## config.mk

```make
export PLATFORM = sky130hd
export DESIGN_NAME = beat_sequencer
export DESIGN_NICKNAME = d
export VERILOG_FILES = /design/src/rtl/beat_seq_pkg.sv /design/src/rtl/qd_sync_edge.sv /design/src/rtl/beat_sequencer.sv
export SDC_FILE = /design/constraint.sdc
export NUM_CORES = 1
export LEC_CHECK = 0
export CORE_UTILIZATION = 52
export CTS_BUF_LIST = sky130_fd_sc_hd__clkbuf_4 sky130_fd_sc_hd__clkbuf_8
export DETAILED_ROUTE_END_ITERATION = 10
export PLACE_DENSITY = 0.95
export SLEW_MARGIN = 20
export SYNTH_ARGS = -nofsm -noshare
export SYNTH_HDL_FRONTEND = slang
export SYNTH_SLANG_ARGS = --single-unit
```

## constraint.sdc

```tcl
create_clock -name T3 -period 3.5 [get_ports T3]
set_clock_uncertainty 0.1 [all_clocks]
set_input_delay 0.875 -clock T3 [delete_from_list [all_inputs] [get_ports T3]]
set_output_delay 0.875 -clock T3 [all_outputs]
set_load 0.05 [all_outputs]
```

## src/rtl/beat_seq_pkg.sv

```systemverilog
// rtl/beat_seq_pkg.sv - shared state encoding, beat constants and defaults for beat_sequencer
package beat_seq_pkg;

  typedef enum logic [2:0] {
    HALT  = 3'd0,
    B1    = 3'd1,
    B2    = 3'd2,
    B3    = 3'd3,
    PAUSE = 3'd4
  } beat_state_t;

  localparam logic [2:0] W_NONE = 3'b000;
  localparam logic [2:0] W_1    = 3'b001;
  localparam logic [2:0] W_2    = 3'b010;
  localparam logic [2:0] W_3    = 3'b100;

  localparam int CNT_W_DEFAULT = 8;

  function automatic logic [2:0] w_of(beat_state_t s);
    case (s)
      B1:      return W_1;
      B2:      return W_2;
      B3:      return W_3;
      default: return W_NONE;
    endcase
  endfunction

endpackage

```

## src/rtl/qd_sync_edge.sv

```systemverilog
// rtl/qd_sync_edge.sv - two-flop QD synchronizer with rising-edge detect on the T3 falling edge
module qd_sync_edge (
  input  logic T3,
  input  logic CLR,
  input  logic QD,
  output logic start
);

  logic qd_s1;
  logic qd_s2;

  always_ff @(negedge T3 or negedge CLR) begin
    if (!CLR) begin
      qd_s1 <= 1'b0;
      qd_s2 <= 1'b0;
    end else begin
      qd_s1 <= QD;
      qd_s2 <= qd_s1;
    end
  end

  assign start = qd_s1 & ~qd_s2;

endmodule

```

## src/rtl/beat_sequencer.sv

```systemverilog
// rtl/beat_sequencer.sv - W[3:1] beat generator with SHORT/LONG/STOP control; BEAT_SEQ_STEP_EN adds single-step PAUSE
module beat_sequencer
  import beat_seq_pkg::*;
#(
  parameter int CNT_W = CNT_W_DEFAULT
) (
  input  logic             T3,
  input  logic             CLR,
  input  logic             QD,
  input  logic             SHORT,
  input  logic             LONG,
  input  logic             STOP,
`ifdef BEAT_SEQ_STEP_EN
  input  logic             STEP,
`endif
  output logic [2:0]       W,
  output logic             RUN,
  output logic [CNT_W-1:0] CYC_CNT
);

  beat_state_t state;
  beat_state_t nxt;
  logic        start;
  logic        cyc_end;
  logic        in_beat;

  qd_sync_edge u_qd_sync_edge (
    .T3    (T3),
    .CLR   (CLR),
    .QD    (QD),
    .start (start)
  );

  assign in_beat = (state == B1) || (state == B2) || (state == B3);

`ifdef BEAT_SEQ_STEP_EN
  logic [1:0] resume;
  logic       go_pause;

  // STOP outranks STEP, so only non-stop beat transitions are parked
  assign go_pause = STEP && !STOP && in_beat;
`endif

  always_comb begin
    nxt     = state;
    cyc_end = 1'b0;
    case (state)
      HALT: if (start) nxt = B1;
      B1: begin
        if (STOP) begin
          nxt     = HALT;
          cyc_end = 1'b1;
        end else if (SHORT) begin
          nxt     = B1;
          cyc_end = 1'b1;
        end else begin
          nxt = B2;
        end
      end
      B2: begin
        if (STOP) begin
          nxt     = HALT;
          cyc_end = 1'b1;
        end else if (LONG) begin
          nxt = B3;
        end else begin
          nxt     = B1;
          cyc_end = 1'b1;
        end
      end
      B3: begin
        nxt     = STOP ? HALT : B1;
        cyc_end = 1'b1;
      end
`ifdef BEAT_SEQ_STEP_EN
      PAUSE: if (start) nxt = beat_state_t'({1'b0, resume});
`endif
      default: nxt = HALT;
    endcase
  end

  always_ff @(negedge T3 or negedge CLR) begin
    if (!CLR) begin
      state   <= HALT;
      W       <= W_NONE;
      RUN     <= 1'b0;
      CYC_CNT <= '0;
`ifdef BEAT_SEQ_STEP_EN
      resume  <= 2'd1;
`endif
    end else begin
      if (cyc_end) CYC_CNT <= CYC_CNT + 1'b1;
`ifdef BEAT_SEQ_STEP_EN
      if (go_pause) begin
        state  <= PAUSE;
        W      <= W_NONE;
        RUN    <= 1'b0;
        resume <= 2'(nxt);
      end else begin
        state <= nxt;
        W     <= w_of(nxt);
        RUN   <= (w_of(nxt) != W_NONE);
        if (STOP && in_beat) resume <= 2'd1;
      end
`else
      state <= nxt;
      W     <= w_of(nxt);
      RUN   <= (w_of(nxt) != W_NONE);
`endif
    end
  end

endmodule

```

==> impl_metrics.tcl, run 1 <==
set metrics [dict create \
    outcome "did not finish" \
    flow.stopped_at "clock tree synthesis (4_1_cts)" \
    error "[ERROR DPL-0033] detailed placement checks failed during check placement." \
    num_rows 12 \
    cts_buffers 3 \
    netlist.area_leader.share 0.6204 \
    dpl.hpwl_um 1330 \
    ctsResizeCount 17 \
    h-tree-depth 1 \
    dpl-instance-area_mm2 0.001070 \
    synth_nets 58 \
    root_buffer "clkbuf_4" \
    yosysWarnings 0 \
    yosysTopAreaCell "dfrtn_1" \
    synth_area_leaders "dfrtn_1 (62%), xnor2_1 (7.7%), a221oi_4 (3.8%)" \
    numPortBuffers 17 \
    die_y_um 38.31 \
    synth_cell_types 22 \
    synth.avg_cell_area_um2 13.44 \
    yosys_register_bits 17 \
    initial_utilization 0.5855 \
    gp_congestion 0.8609 \
    ios 18 \
    post-place-ws_ns -0.8740 \
    syn_inst 51 \
    ctsHoldBuffers 0 \
    place_inst 90 \
    netlist_area_um2 685.7 \
    post_cts.repair.setup_buffers 5 \
    cts_buffer_depth 2 \
    die_width_um 38.31 \
    synth_seq_area_share 0.6204 \
    cts.sinks 17 \
]
==> synth_stat cells <==
| cell type | number |
|---|---|
| a211oi_1 | 1 |
| a21oi_2 | 1 |
| a221oi_4 | 1 |
| and3_1 | 2 |
| conb_1 | 1 |
| dfrtn_1 | 17 |
| ha_1 | 1 |
| inv_1 | 1 |
| inv_2 | 1 |
| mux2_2 | 1 |
| nand2_1 | 3 |
| nand4_1 | 4 |
| nor2b_1 | 1 |
| nor2b_2 | 1 |
| nor3_1 | 3 |
| o21a_1 | 1 |
| o21ai_1 | 1 |
| o21bai_1 | 1 |
| or3b_1 | 1 |
| or4b_4 | 1 |
| xnor2_1 | 6 |
| xor2_1 | 1 |
==> per-stage QoR <==
step,hold WS [ns],TNS [ns]
3_5_place_dp,0.2499,-8.748
3_3_place_gp,0.2150,-7.570
2_1_floorplan,0.2066,-1.590
==> kinds of logic after synthesis <==
| group | synth area share |
|---|---|
| DFF | 0.6204 |
| AOI/OAI and AO/OA | 0.09126 |
| and+or+nand+nor | 0.1478 |
| muxes | 0.01642 |
| buffers and inverters | 0.01094 |
| adders and majority gates | 0.01825 |
| other | 0.005469 |
| xor gates and xnor gates | 0.08942 |
==> inputs of run 2 (changes only) <==
Settings changed: CORE_AREA set to 2 2 63 65, CORE_UTILIZATION 52 to unset, CTS_BUF_LIST sky130_fd_sc_hd__clkbuf_4 sky130_fd_sc_hd__clkbuf_8 to unset, DIE_AREA set to 0 0 65 67, PLACE_DENSITY 0.95 to unset, PLACE_DENSITY_LB_ADDON set to 0.15.
==> run 2 against run 1 <==
Against the previous run:
- the flow now finishes, with violations (setup timing)
- synthesized cell count did not move
- area after synthesis unchanged
==> impl_metrics.tcl, run 2 <==
set metrics [dict create \
    outcome "finished, violations left" \
    violations "setup timing" \
    ys.flop_type "dfrtn_1" \
    post_drt_wl_per_cell_um 10.12 \
    root_buffer "clkbuf_8" \
    fin_hold_ws_ns 0.2157 \
    powerDensity_mw_per_mm2 558.9 \
    yosys_register_bits 17 \
    num_rows 22 \
    die_y_um 67 \
    arrival_ns 2.64 \
    synth_area_leaders "dfrtn_1 (62%), xnor2_1 (7.7%), a221oi_4 (3.8%)" \
    top_register "CYC_CNT" \
    worstHoldPathType "reg2reg" \
    dr.pass1.iters 4 \
    netlist_area_um2 685.7 \
    syn_inst 51 \
    top_regs "CYC_CNT x8, W x3, state x3" \
    p_total_mw 0.7021 \
    synth.most_common_cell "dfrtn_1" \
    ir_drop_v 0.0003241 \
    yosysWarnings 0 \
    num_antenna_cells 0 \
    gr-usage-all-layers 0.07800 \
    grt_pass1_wl_um 2497 \
    drtAntennaViolNets 0 \
    cts_buffer_depth 2 \
    core_mm2 0.003606 \
    drc 0 \
    path_delay_family "flip-flops" \
    start_kind "flop" \
    critical_path.max_fanout 2 \
    netlist.area_leader.share 0.6204 \
    cts.sinks 17 \
    wl_um 1386 \
    area_growth_pct 83.21 \
    grt_pass1_vias 550 \
    rsz0062_at_grt "true" \
    die_width_um 65 \
    numPortBuffers 17 \
    worstPathRequired_ns 2.52 \
    synth_cell_types 22 \
    maxCapViolations 0 \
    yosysTopAreaCell "dfrtn_1" \
    path_buf_inv 1 \
    gr-total-overflow 0 \
    cp-end-kind "output pin" \
    p_leak_nw 0.5651 \
    crit_path_max_incr_delay_ns 0.47 \
    gp_congestion 0.7452 \
    cp_slowest_cell "dfrtn_1" \
    synth_nets 58 \
    drtIter0Drc 5 \
    slew_viol_final 0 \
    synth_edf_count 0 \
    path_clk_slew_ns 0.05 \
    dpl.hpwl_um 1022 \
    setup_slack_ns -0.1123 \
    insertion_delay_ns 0.26 \
    h-tree-depth 1 \
    synth_seq_area_share 0.6204 \
    grt_max_degree 18 \
    ctsHoldBuffers 0 \
    final_common_cell "dfrtn_1" \
    hold_viol 0 \
    nets 97 \
    drive_gt1_frac 0.5056 \
    final_cell_mix "dfrtn_1 (17), buf_4 (14), buf_12 (13)" \
    initial_utilization 0.1901 \
    yosys-top-cells-count "dfrtn_1 (17), xnor2_1 (6), nand4_1 (4)" \
    cts_tree "built" \
    cts_buffers 3 \
    largest_reg_flops 8 \
    die-area_mm2 0.004355 \
    post-place-ws_ns -0.7542 \
    synth.avg_cell_area_um2 13.44 \
    fin_util 0.3484 \
    path_class "reg2out" \
    ios 18 \
    crit_chain "buf_12" \
    vias_per_cell 3.832 \
    antenna_found_initial 0 \
    via_count 525 \
    finalSetupViolCount 16 \
    async_reset_ff_frac 1.000 \
]
-- run 2: cell counts after synthesis --
Identical to the previous run, type by type.
-- run 2: kinds of logic (layout without fill, tap and decap cells) --
| logic type | count (synthesis) | after routing | synth area share |
|---|---|---|---|
| flops | 17 | 17 | 0.6204 |
| simple gates | 16 | 16 | 0.1478 |
| compound gates | 6 | 6 | 0.09126 |
| xor+xnor | 7 | 7 | 0.08942 |
| mux | 1 | 1 | 0.01642 |
| other cells | 1 | 1 | 0.005469 |
| buf+inv | 2 | 40 | 0.01094 |
| fa+ha+maj | 1 | 1 | 0.01825 |
-- run 2: per-layer routing --
layer / track usage / wire, um / vias to the layer above
met5: 0 / 0 / -
met4: 0.04787 / 27 / 0
met3: 0.01689 / 48 / 2
met2: 0.1237 / 735 / 9
met1: 0.09627 / 574 / 261
li1: - / - / 253
-- run 2: cell type report --
type | instances | area [um^2]
flip-flops and latches | 17 | 425.4
clock buffers | 4 | 45.04
inverters | 2 | 7.507
multi-input cells | 32 | 282.8
well taps | 48 | 60.06
repair buffers | 34 | 435.4
fillers | 345 | 2350
-- run 2: worst reg2reg max path: stages (launching register included) --
cell	delay [ns]
dfrtn_1	0.56
o21ai_4	0.11
a221oi_4	0.26
buf_6	0.17
mux2_4	0.30
-- run 2: timing repair --
action | CTS | global route
gates resized for setup | 16 | 2
pin swaps | 9 | 4
setup buffers | 6 | 1
endpoints found under the setup margin | 25 | 19
-- run 2: path summary, 6_finish.rpt --
path / start / end / slack, ns / cells after the start
max: CYC_CNT[0] / CYC_CNT[0] / -0.11 / 1
min: u_qd_sync_edge.qd_s1 / u_qd_sync_edge.qd_s2 / 0.22 / 0
max reg2reg: state[0] / CYC_CNT[1] / 1.86 / 4
min reg2reg: u_qd_sync_edge.qd_s1 / u_qd_sync_edge.qd_s2 / 0.22 / 0
max in group asynchronous: CLR / W[0] / 0.66 / 2
min in group asynchronous: CLR / CYC_CNT[1] / 2.49 / 2
-- run 2: report_power, final --
part	switching, mW	leakage, nW	internal (mW)
Combinational	0.144	0.319	0.161
Sequential	0.0301	0.223	0.226
Clock	0.0604	0.0228	0.0805
Total	0.234	0.565	0.468
-- run 2: per-stage QoR --
stage,instance area [um^2],std cells,setup TNS (ns)
2_1_floorplan,701.9,51,-1.590
5_1_grt,1256,137,-1.653
6_report,1256,137,-1.048
3_3_place_gp,1147,127,-7.720
3_5_place_dp,1147,127,-7.800
4_1_cts,1246,137,-1.183
No activity file was read; power rests on OpenSTA's default activity.
==> inputs of run 3 (changes only) <==
Settings changed: GPL_ROUTABILITY_DRIVEN set to 0.
==> results of run 3 <==
No change in the layout: final DEF, timing and power equal those of run 2.
==> inputs of run 4 (changes only) <==
Settings changed: CORE_AREA 2 2 63 65 to 3 3 64 66, DIE_AREA 0 0 65 67 to 0 0 67 69.
==> run 4 against run 3 <==
Against the previous run:
- the run still ends with setup timing left
- flip-flop and latch count unchanged
- critical path depth did not move
- non-clock buffer count up 2
- clock power up 8%
- final cell count grew 1.5%
- core utilization rose by 0.53 points
- combinational power up 6%
==> impl_metrics.tcl, run 4 (synthesized netlist as in run 2, its figures left out) <==
set metrics [dict create \
    outcome "finished, violations left" \
    violations "setup timing" \
    cts_buffer_depth 2 \
    path_clk_slew_ns 0.05 \
    path_buf_inv 1 \
    cp-end-kind "output pin" \
    final_area_mm2 0.001285 \
    die_y_um 69 \
    wl_um 1597 \
    finalSetupViolCount 17 \
    insertion_delay_ns 0.27 \
    dr.pass1.iters 2 \
    drtAntennaViolNets 0 \
    area_growth_pct 87.41 \
    start_kind "flop" \
    post-place-ws_ns -0.7724 \
    powerDensity_mw_per_mm2 569.2 \
    drive_gt1_frac 0.5604 \
    drc 0 \
    ios 18 \
    numPortBuffers 17 \
    dpl-instance-area_mm2 0.001147 \
    maxCapViolations 0 \
    root_buffer "clkbuf_8" \
    grt_max_degree 18 \
    worstPathRequired_ns 2.52 \
    post_drt_wl_per_cell_um 11.49 \
    cts.sinks 17 \
    via_count 525 \
    rsz0062_at_grt "true" \
    initial_utilization 0.1887 \
    ctsHoldBuffers 0 \
    dpl.hpwl_um 1078 \
    path_class "reg2out" \
    setup_slack_ns -0.1570 \
    grt_pass1_wl_um 2670 \
    crit_path_max_incr_delay_ns 0.50 \
    top_regs "CYC_CNT x8, W x3, state x3" \
    gr-total-overflow 0 \
    die-area_mm2 0.004623 \
    largest_reg_flops 8 \
    critical_path.max_fanout 3 \
    top_register "CYC_CNT" \
    worstHoldPathType "reg2reg" \
    nets 99 \
    ir_drop_v 0.0004085 \
    place_inst 127 \
    gr-usage-all-layers 0.07667 \
    cts_tree "built" \
    crit_chain "buf_12" \
    core_mm2 0.003633 \
    p_leak_nw 0.6003 \
    final_cell_mix "dfrtn_1 (17), buf_4 (17), buf_12 (13)" \
    vias_per_cell 3.777 \
    cp_slowest_cell "dfrtn_1" \
    grt_pass1_vias 577 \
    fin_cells 139 \
    arrival_ns 2.68 \
    die_width_um 67 \
    p_total_mw 0.7314 \
    r2r_slack_ns 1.86 \
    path_delay_family "flip-flops" \
    cts_buffers 3 \
    hold_viol 0 \
    num_rows 22 \
    h-tree-depth 1 \
    fin_hold_ws_ns 0.2129 \
    antenna_found_initial 0 \
    slew_viol_final 0 \
    num_antenna_cells 0 \
    fin_util 0.3537 \
    setup_tns_ns -1.352 \
    drtIter0Drc 29 \
]
[run 4: changes by cell type in the layout (fill, tap and decap cells not counted), sizes merged]
cell    delta
buf        +2
clkbuf     -1
clkinv     +1
[run 4: cell type report]
class	instances	area [um^2]
fillers	375	2349
repair buffers	36	446.7
flip-flops and latches	17	425.4
multi-input cells	32	299.0
well taps	48	60.06
clock buffers	3	41.29
inverters	2	7.507
clock inverters	1	5.005
[run 4: final timing paths]
| kind | from | to | cells past startpoint |
|---|---|---|---|
| worst max-delay path | CYC_CNT[6] | CYC_CNT[6] | 1 |
| worst min-delay path | u_qd_sync_edge.qd_s1 | u_qd_sync_edge.qd_s2 | 0 |
| worst max register to register | state[0] | CYC_CNT[1] | 4 |
| worst min register to register | u_qd_sync_edge.qd_s1 | u_qd_sync_edge.qd_s2 | 0 |
| max in group asynchronous | CLR | u_qd_sync_edge.qd_s1 | 2 |
| min in group asynchronous | CLR | state[0] | 2 |
[run 4: report_power, final]
group          switching [mW]  internal, mW  leakage, nW
sequential             0.0297         0.226        0.223
combinational           0.156         0.168        0.352
clock                  0.0728        0.0790       0.0255
[run 4: timing repair]
item                       CTS  global route
pin swaps                   10             6
buffers inserted             4             4
setup endpoints to repair   25            20
resized for setup           14             7
[run 4: per-layer routing]
layer | up-vias | wire length, um | track usage
met5 | - | 0 | 0
met4 | 0 | 8 | 0.02027
met3 | 2 | 132 | 0.04397
met2 | 17 | 738 | 0.1103
met1 | 251 | 718 | 0.09746
li1 | 255 | - | -
